**config.mk**
```make
export PLATFORM = sky130hd
export DESIGN_NAME = tx_stream_fifo_flat
export DESIGN_NICKNAME = d
export VERILOG_FILES = /design/src/rtl/tx_stream_fifo_pkg.sv /design/src/rtl/tx_stream_fifo_if.sv /design/src/rtl/tx_stream_fifo_ptr.sv /design/src/rtl/tx_stream_fifo.sv /design/src/flat_wrapper.sv
export SDC_FILE = /design/constraint.sdc
export NUM_CORES = 1
export LEC_CHECK = 0
export ABC_AREA = 1
export CAP_MARGIN = 20
export CORE_UTILIZATION = 45
export DETAILED_ROUTE_END_ITERATION = 7
export PLACE_DENSITY_LB_ADDON = 0.2
export SLEW_MARGIN = 20
export SYNTH_ARGS = -nofsm -noshare
export SYNTH_HDL_FRONTEND = slang
export SYNTH_SLANG_ARGS = --single-unit
```
**constraint.sdc**
```tcl
create_clock -name CLK -period 2.35 [get_ports CLK]
set_input_delay 0.5875 -clock CLK [delete_from_list [all_inputs] [get_ports CLK]]
set_output_delay 0.5875 -clock CLK [all_outputs]
set_load 0.1 [all_outputs]
```
**src/rtl/tx_stream_fifo_pkg.sv**
```systemverilog
// Shared helpers for tx_stream_fifo: wrapping pointer increment, EOP bit position
// and parameter legality predicates used by elaboration-time checks.
package tx_fifo_pkg;

  // Wrap explicitly at depth-1 so any depth works, not just powers of two.
  function automatic int unsigned ptr_inc(input int unsigned ptr, input int unsigned depth);
    return (ptr >= depth - 1) ? 0 : ptr + 1;
  endfunction

  function automatic int unsigned eop_bit(input int unsigned width);
    return width - 1;
  endfunction

  function automatic bit width_ok(input int unsigned width);
    return width >= 2;
  endfunction

  function automatic bit depth_ok(input int unsigned depth);
    return depth >= 2;
  endfunction

  function automatic bit af_ok(input int unsigned af_level, input int unsigned depth);
    return (af_level >= 1) && (af_level <= depth);
  endfunction

endpackage

```
**src/rtl/tx_stream_fifo_if.sv**
```systemverilog
// Valid/ready bus between TX framer (master) and tx_stream_fifo (slave), plus
// flush and occupancy status; the downstream half is driven by the FIFO.
interface tx_stream_fifo_if #(
  parameter int unsigned WIDTH = 10,
  parameter int unsigned DEPTH = 4
);
  localparam int unsigned CW = $clog2(DEPTH + 1);

  logic             FLUSH;
  logic [WIDTH-1:0] DATA_UP;
  logic             VALID_UP;
  logic             READY_UP;
  logic [WIDTH-1:0] DATA_DOWN;
  logic             VALID_DOWN;
  logic             READY_DOWN;
  logic [CW-1:0]    COUNT;
  logic             ALMOST_FULL;

  modport master (
    output FLUSH, DATA_UP, VALID_UP, READY_DOWN,
    input  READY_UP, DATA_DOWN, VALID_DOWN, COUNT, ALMOST_FULL
  );

  modport slave (
    input  FLUSH, DATA_UP, VALID_UP, READY_DOWN,
    output READY_UP, DATA_DOWN, VALID_DOWN, COUNT, ALMOST_FULL
  );
endinterface

```
**src/rtl/tx_stream_fifo_ptr.sv**
```systemverilog
// Wrapping 0..DEPTH-1 pointer register; 1-cycle update, clear beats increment.
// No backpressure of its own: the parent decides when to advance.
module tx_fifo_ptr
  import tx_fifo_pkg::*;
#(
  parameter int unsigned DEPTH = 4,
  parameter int unsigned PW    = $clog2(DEPTH)
) (
  input  logic          CLK,
  input  logic          RESET,
  input  logic          clr,
  input  logic          inc,
  output logic [PW-1:0] ptr
);

  logic [PW-1:0] ptr_q;
  logic [PW-1:0] ptr_d;

  always_comb begin
    ptr_d = ptr_q;
    if (clr) begin
      ptr_d = '0;
    end else if (inc) begin
      ptr_d = PW'(ptr_inc(32'(ptr_q), DEPTH));
    end
  end

  always_ff @(posedge CLK or negedge RESET) begin
    if (!RESET) begin
      ptr_q <= '0;
    end else begin
      ptr_q <= ptr_d;
    end
  end

  assign ptr = ptr_q;

endmodule

```
**src/rtl/tx_stream_fifo.sv**
```systemverilog
// Any-depth fall-through FIFO, write-to-head latency 1 cycle; READY_UP = not full, no READY_DOWN path.
// `define TX_STREAM_FIFO_PKT_EN holds VALID_DOWN until a full packet (EOP = top bit) is stored.
module tx_stream_fifo
  import tx_fifo_pkg::*;
#(
  parameter int unsigned WIDTH    = 10,
  parameter int unsigned DEPTH    = 4,
  parameter int unsigned AF_LEVEL = DEPTH - 1
) (
  input  logic             CLK,
  input  logic             RESET,
  tx_stream_fifo_if.slave  bus
);

  localparam int unsigned PW = $clog2(DEPTH);
  localparam int unsigned CW = $clog2(DEPTH + 1);
  localparam logic [CW-1:0] FULL_CNT = CW'(DEPTH);
  localparam logic [CW-1:0] AF_CNT   = CW'(AF_LEVEL);

  if (!width_ok(WIDTH)) begin : g_bad_width
    $error("tx_stream_fifo: WIDTH must be >= 2");
  end
  if (!depth_ok(DEPTH)) begin : g_bad_depth
    $error("tx_stream_fifo: DEPTH must be >= 2");
  end
  if (!af_ok(AF_LEVEL, DEPTH)) begin : g_bad_af
    $error("tx_stream_fifo: AF_LEVEL must be in 1..DEPTH");
  end

  typedef logic [WIDTH-1:0] word_t;

  word_t         mem_q [DEPTH];
  word_t         mem_d [DEPTH];
  logic [CW-1:0] count_q;
  logic [CW-1:0] count_d;
  logic [PW-1:0] wr_ptr;
  logic [PW-1:0] rd_ptr;
  logic          full;
  logic          empty;
  logic          valid_down;
  logic          wr_en;
  logic          rd_en;
  word_t         head;

  assign full  = (count_q == FULL_CNT);
  assign empty = (count_q == '0);
  assign head  = mem_q[rd_ptr];

  // Flush wins: any transfer presented alongside it is dropped.
  assign wr_en = bus.VALID_UP && !full && !bus.FLUSH;
  assign rd_en = valid_down && bus.READY_DOWN && !bus.FLUSH;

  tx_fifo_ptr #(.DEPTH(DEPTH), .PW(PW)) u_wr_ptr (
    .CLK   (CLK),
    .RESET (RESET),
    .clr   (bus.FLUSH),
    .inc   (wr_en),
    .ptr   (wr_ptr)
  );

  tx_fifo_ptr #(.DEPTH(DEPTH), .PW(PW)) u_rd_ptr (
    .CLK   (CLK),
    .RESET (RESET),
    .clr   (bus.FLUSH),
    .inc   (rd_en),
    .ptr   (rd_ptr)
  );

  always_comb begin
    mem_d = mem_q;
    if (wr_en) begin
      mem_d[wr_ptr] = bus.DATA_UP;
    end
  end

  always_comb begin
    count_d = count_q;
    if (bus.FLUSH) begin
      count_d = '0;
    end else begin
      case ({wr_en, rd_en})
        2'b10:   count_d = count_q + CW'(1);
        2'b01:   count_d = count_q - CW'(1);
        default: count_d = count_q;
      endcase
    end
  end

  always_ff @(posedge CLK or negedge RESET) begin
    if (!RESET) begin
      mem_q   <= '{default: '0};
      count_q <= '0;
    end else begin
      mem_q   <= mem_d;
      count_q <= count_d;
    end
  end

`ifdef TX_STREAM_FIFO_PKT_EN
  localparam int unsigned EOP = eop_bit(WIDTH);

  logic [CW-1:0] pkt_cnt_q;
  logic [CW-1:0] pkt_cnt_d;
  logic          eop_wr;
  logic          eop_rd;

  assign eop_wr = wr_en && bus.DATA_UP[EOP];
  assign eop_rd = rd_en && head[EOP];

  always_comb begin
    pkt_cnt_d = pkt_cnt_q;
    if (bus.FLUSH) begin
      pkt_cnt_d = '0;
    end else begin
      case ({eop_wr, eop_rd})
        2'b10:   pkt_cnt_d = pkt_cnt_q + CW'(1);
        2'b01:   pkt_cnt_d = pkt_cnt_q - CW'(1);
        default: pkt_cnt_d = pkt_cnt_q;
      endcase
    end
  end

  always_ff @(posedge CLK or negedge RESET) begin
    if (!RESET) begin
      pkt_cnt_q <= '0;
    end else begin
      pkt_cnt_q <= pkt_cnt_d;
    end
  end

  // A full FIFO with no EOP inside must release anyway, or it never drains.
  assign valid_down = !empty && ((pkt_cnt_q != '0) || full);
`else
  assign valid_down = !empty;
`endif

  assign bus.READY_UP    = !full;
  assign bus.VALID_DOWN  = valid_down;
  assign bus.DATA_DOWN   = head;
  assign bus.COUNT       = count_q;
  assign bus.ALMOST_FULL = (count_q >= AF_CNT);

endmodule

```
**src/flat_wrapper.sv**
```systemverilog
// flat-port wrapper written by rule: the top's interface ports become plain ports
module tx_stream_fifo_flat import tx_fifo_pkg::*;
#(
  parameter int unsigned WIDTH    = 10,
  parameter int unsigned DEPTH    = 4,
  parameter int unsigned AF_LEVEL = DEPTH - 1
)
  (CLK, RESET, bus_FLUSH, bus_DATA_UP, bus_VALID_UP, bus_READY_DOWN, bus_READY_UP, bus_DATA_DOWN, bus_VALID_DOWN, bus_COUNT, bus_ALMOST_FULL);
  tx_stream_fifo_if #(.WIDTH(WIDTH), .DEPTH(DEPTH)) bus_i ();
  input  logic CLK;
  input  logic RESET;
  input wire logic [$bits(bus_i.FLUSH)-1:0] bus_FLUSH;
  input wire logic [$bits(bus_i.DATA_UP)-1:0] bus_DATA_UP;
  input wire logic [$bits(bus_i.VALID_UP)-1:0] bus_VALID_UP;
  input wire logic [$bits(bus_i.READY_DOWN)-1:0] bus_READY_DOWN;
  output wire logic [$bits(bus_i.READY_UP)-1:0] bus_READY_UP;
  output wire logic [$bits(bus_i.DATA_DOWN)-1:0] bus_DATA_DOWN;
  output wire logic [$bits(bus_i.VALID_DOWN)-1:0] bus_VALID_DOWN;
  output wire logic [$bits(bus_i.COUNT)-1:0] bus_COUNT;
  output wire logic [$bits(bus_i.ALMOST_FULL)-1:0] bus_ALMOST_FULL;
  assign bus_i.FLUSH = bus_FLUSH;
  assign bus_i.DATA_UP = bus_DATA_UP;
  assign bus_i.VALID_UP = bus_VALID_UP;
  assign bus_i.READY_DOWN = bus_READY_DOWN;
  assign bus_READY_UP = bus_i.READY_UP;
  assign bus_DATA_DOWN = bus_i.DATA_DOWN;
  assign bus_VALID_DOWN = bus_i.VALID_DOWN;
  assign bus_COUNT = bus_i.COUNT;
  assign bus_ALMOST_FULL = bus_i.ALMOST_FULL;
  tx_stream_fifo #(.WIDTH(WIDTH), .DEPTH(DEPTH), .AF_LEVEL(AF_LEVEL)) u_core (.CLK(CLK), .RESET(RESET), .bus(bus_i));
endmodule
```
==> flow_summary.toml <==
[status]
outcome = "complete, no violations"

[detailed_routing]
wl_per_cell_um = 13.5
drtIter0Drc = 69
drt-pass1-iter-count = 4
routed_wl_um = 4890
viasPerCell = 5.03
antenna_left = 0
vias = 1821
drc = 0

[synthesis]
synth_nets = 279
synth-warning-count = 0
avgSynthCellArea_sq_um = 9.85
ys_seq_elements = 47
synth_cells = 258
yosysSeqAreaShare_pct = 46.3
synth_cell_types = 25
syn_area_sq_um = 2540

[clocking]
clockBufferDepth = 2
cts_setup_buffers = 0
root_buffer = "clkbuf_8"
htreeDepth = 2
cts.sinks = 47
postCtsHoldBufs = 0
cts_made_buffers = 5
path_clk_slew_ns = 0.09
cts-resized-gates = 0
cts_tree = "done"
insertion_delay_ns = 0.31

[sta]
hold_ws_ns = 0.225
worst_slew_pin_slew_ns = 0.476
layout_min_cycle_time_ns = 2.17
fin_crit_sh_pct = 92.4
hold_violations = 0
drv_slew = 0
setup_viol = 0
rsz0062_at_grt = "no"
fin_worst_skew_ns = 0.0173
setup-tns-final_ns = 0
relSlewSlack_pct = 68.3
max_freq_mhz = 460

[setup_path]
critPathRequiredTime_ns = 1.76
critPathKind = "flip-flop to output port"
cp-startpoint = "u_core.u_rd_ptr.ptr[0]"
slowest_stage = "dfrtp_1"
path_max_fanout = 14
cp_num_buf_inv = 3
r2r-start = "u_core.bus.COUNT[1]"
cpPeakStageDelay_ns = 0.39
r2r_setup_slack_ns = 0.51
crit_chain = "inv_2 > buf_4 > o21ai_0 > o22ai_2 > buf_12"
cp_top_family = "buffers and inverters"
crit_path_end_kind = "output port"
critPathLaunchType = "flip-flop"
arrival_ns = 1.58

[place]
place_hpwl_um = 3310
place_area_sq_um = 3030
place_congestion = 0.795
dp.cells = 354
io_buffers = 30

[global_route]
grtUsageTotal_pct = 18.8
grt_pass1_vias = 1914
antenna_found_initial = 0
overflow = 0
grt_start_max_net_pins = 23
grt_first_pass_wirelength_um = 8720

[floorplanning]
die_area_sq_um = 5950
io_pins = 31
core_sq_um = 5470
std_cell_rows = 27
die_h_um = 77.2
start_util_pct = 46.5
die_w_um = 77.2

[layout]
final_cell_mix = "dfrtp_1, o21ai_2, nand2_2"
fillers = 507
num_antenna_cells = 0
fin_cells = 362
postLayoutCellArea_sq_um = 3120
nets = 310
drive_gt1_share_pct = 47.6
final_common_cell = "dfrtp_1"
syn2layout_area_growth_pct = 22.7

[flow_run]
drv_cap = 0

[worst_hold_path]
hold_class = "primary input to asynchronous set/reset pin"
-- cells in the mapped netlist --
cell type	number	area, sq um
dfrtp_1	47	1180
o21ai_2	40	350
nand2_2	34	213
nor2_1	24	90.1
nand2_1	22	82.6
o21ai_0	22	110
inv_1	15	56.3
o22ai_1	11	68.8
buf_6	8	90.1
clkbuf_1	6	22.5
nand2_4	6	67.6
ha_1	5	62.6
inv_2	3	11.3
nand3_2	2	20.0
o21ai_1	2	10.0
or2_2	2	12.5
a21boi_1	1	7.51
a21boi_2	1	11.3
a21oi_2	1	8.76
fa_1	1	20.0
nand3_1	1	5.00
nor2_2	1	6.26
nor2_4	1	11.3
nor2_8	1	20.0
xor2_1	1	8.76
-- registers in the layout (all words and copies together), names as in the netlist --
name	flops
u_core.bus.COUNT	3
u_core.mem_q	40
u_core.u_rd_ptr.ptr	2
u_core.u_wr_ptr.ptr	2
-- stage by stage --
stage	worst slack, ns	utilization (%)
2_1_floorplan	0.0733	-
3_3_place_gp	0.0796	55.4
3_5_place_dp	0.0570	55.4
4_1_cts	0.0571	57.0
5_1_grt	0.105	57.0
6_report	0.178	57.0
-- final timing paths --
path | endpoint | cells after the start
setup reg to reg | u_core.bus.COUNT[2] | 11
hold / removal | u_core.u_wr_ptr.ptr[0] | 1
hold reg to reg | u_core.mem_q[25] | 2
setup / recovery | bus_DATA_DOWN[2] | 5
max in group asynchronous | u_core.mem_q[1] | 2
min in group CLK | u_core.mem_q[25] | 2
-- metal layers --
layer / part of all wire (%) / vias to the layer above / track usage [%]
met5: 0 / - / 0
met3: 3.5 / 7 / 4.05
met2: 46 / 29 / 29.9
li1: - / 908 / -
met4: 1.6 / 0 / 8.49
met1: 49 / 877 / 24.3
-- cell type report --
class / count / area [sq um] / share of cell area (%)
Clock buffer: 6 / 72.6 / 2.33
Sequential cell: 47 / 1180 / 37.8
Timing Repair Buffer: 38 / 440 / 14.1
Multi-Input combinational cell: 179 / 1250 / 40.2
Tap cell: 72 / 90.1 / 2.89
Inverter: 18 / 67.6 / 2.17
Clock inverter: 2 / 16.3 / 0.521
-- worst register-to-register path, delay by kind of cell, from the launching register on --
family	cells	cell delay, ns
AND/OR/NAND/NOR	8	0.66
XOR/XNOR	1	0.19
buffers and inverters	1	0.06
adder cells (fa/ha/maj)	1	0.37
flip-flops	1	0.46
-- logic make-up after synthesis --
| family | after synthesis | synth area share [%] |
|---|---|---|
| simple gates | 94 | 20.8 |
| compound gates | 78 | 22.3 |
| flops | 47 | 46.3 |
| buf+inv | 32 | 7.09 |
| fa+ha+maj | 6 | 3.25 |
| xor+xnor | 1 | 0.345 |
Power is left out: the tool's default activity adds up to more than one toggle a clock period on the data nets, which glitch-free logic cannot reach.
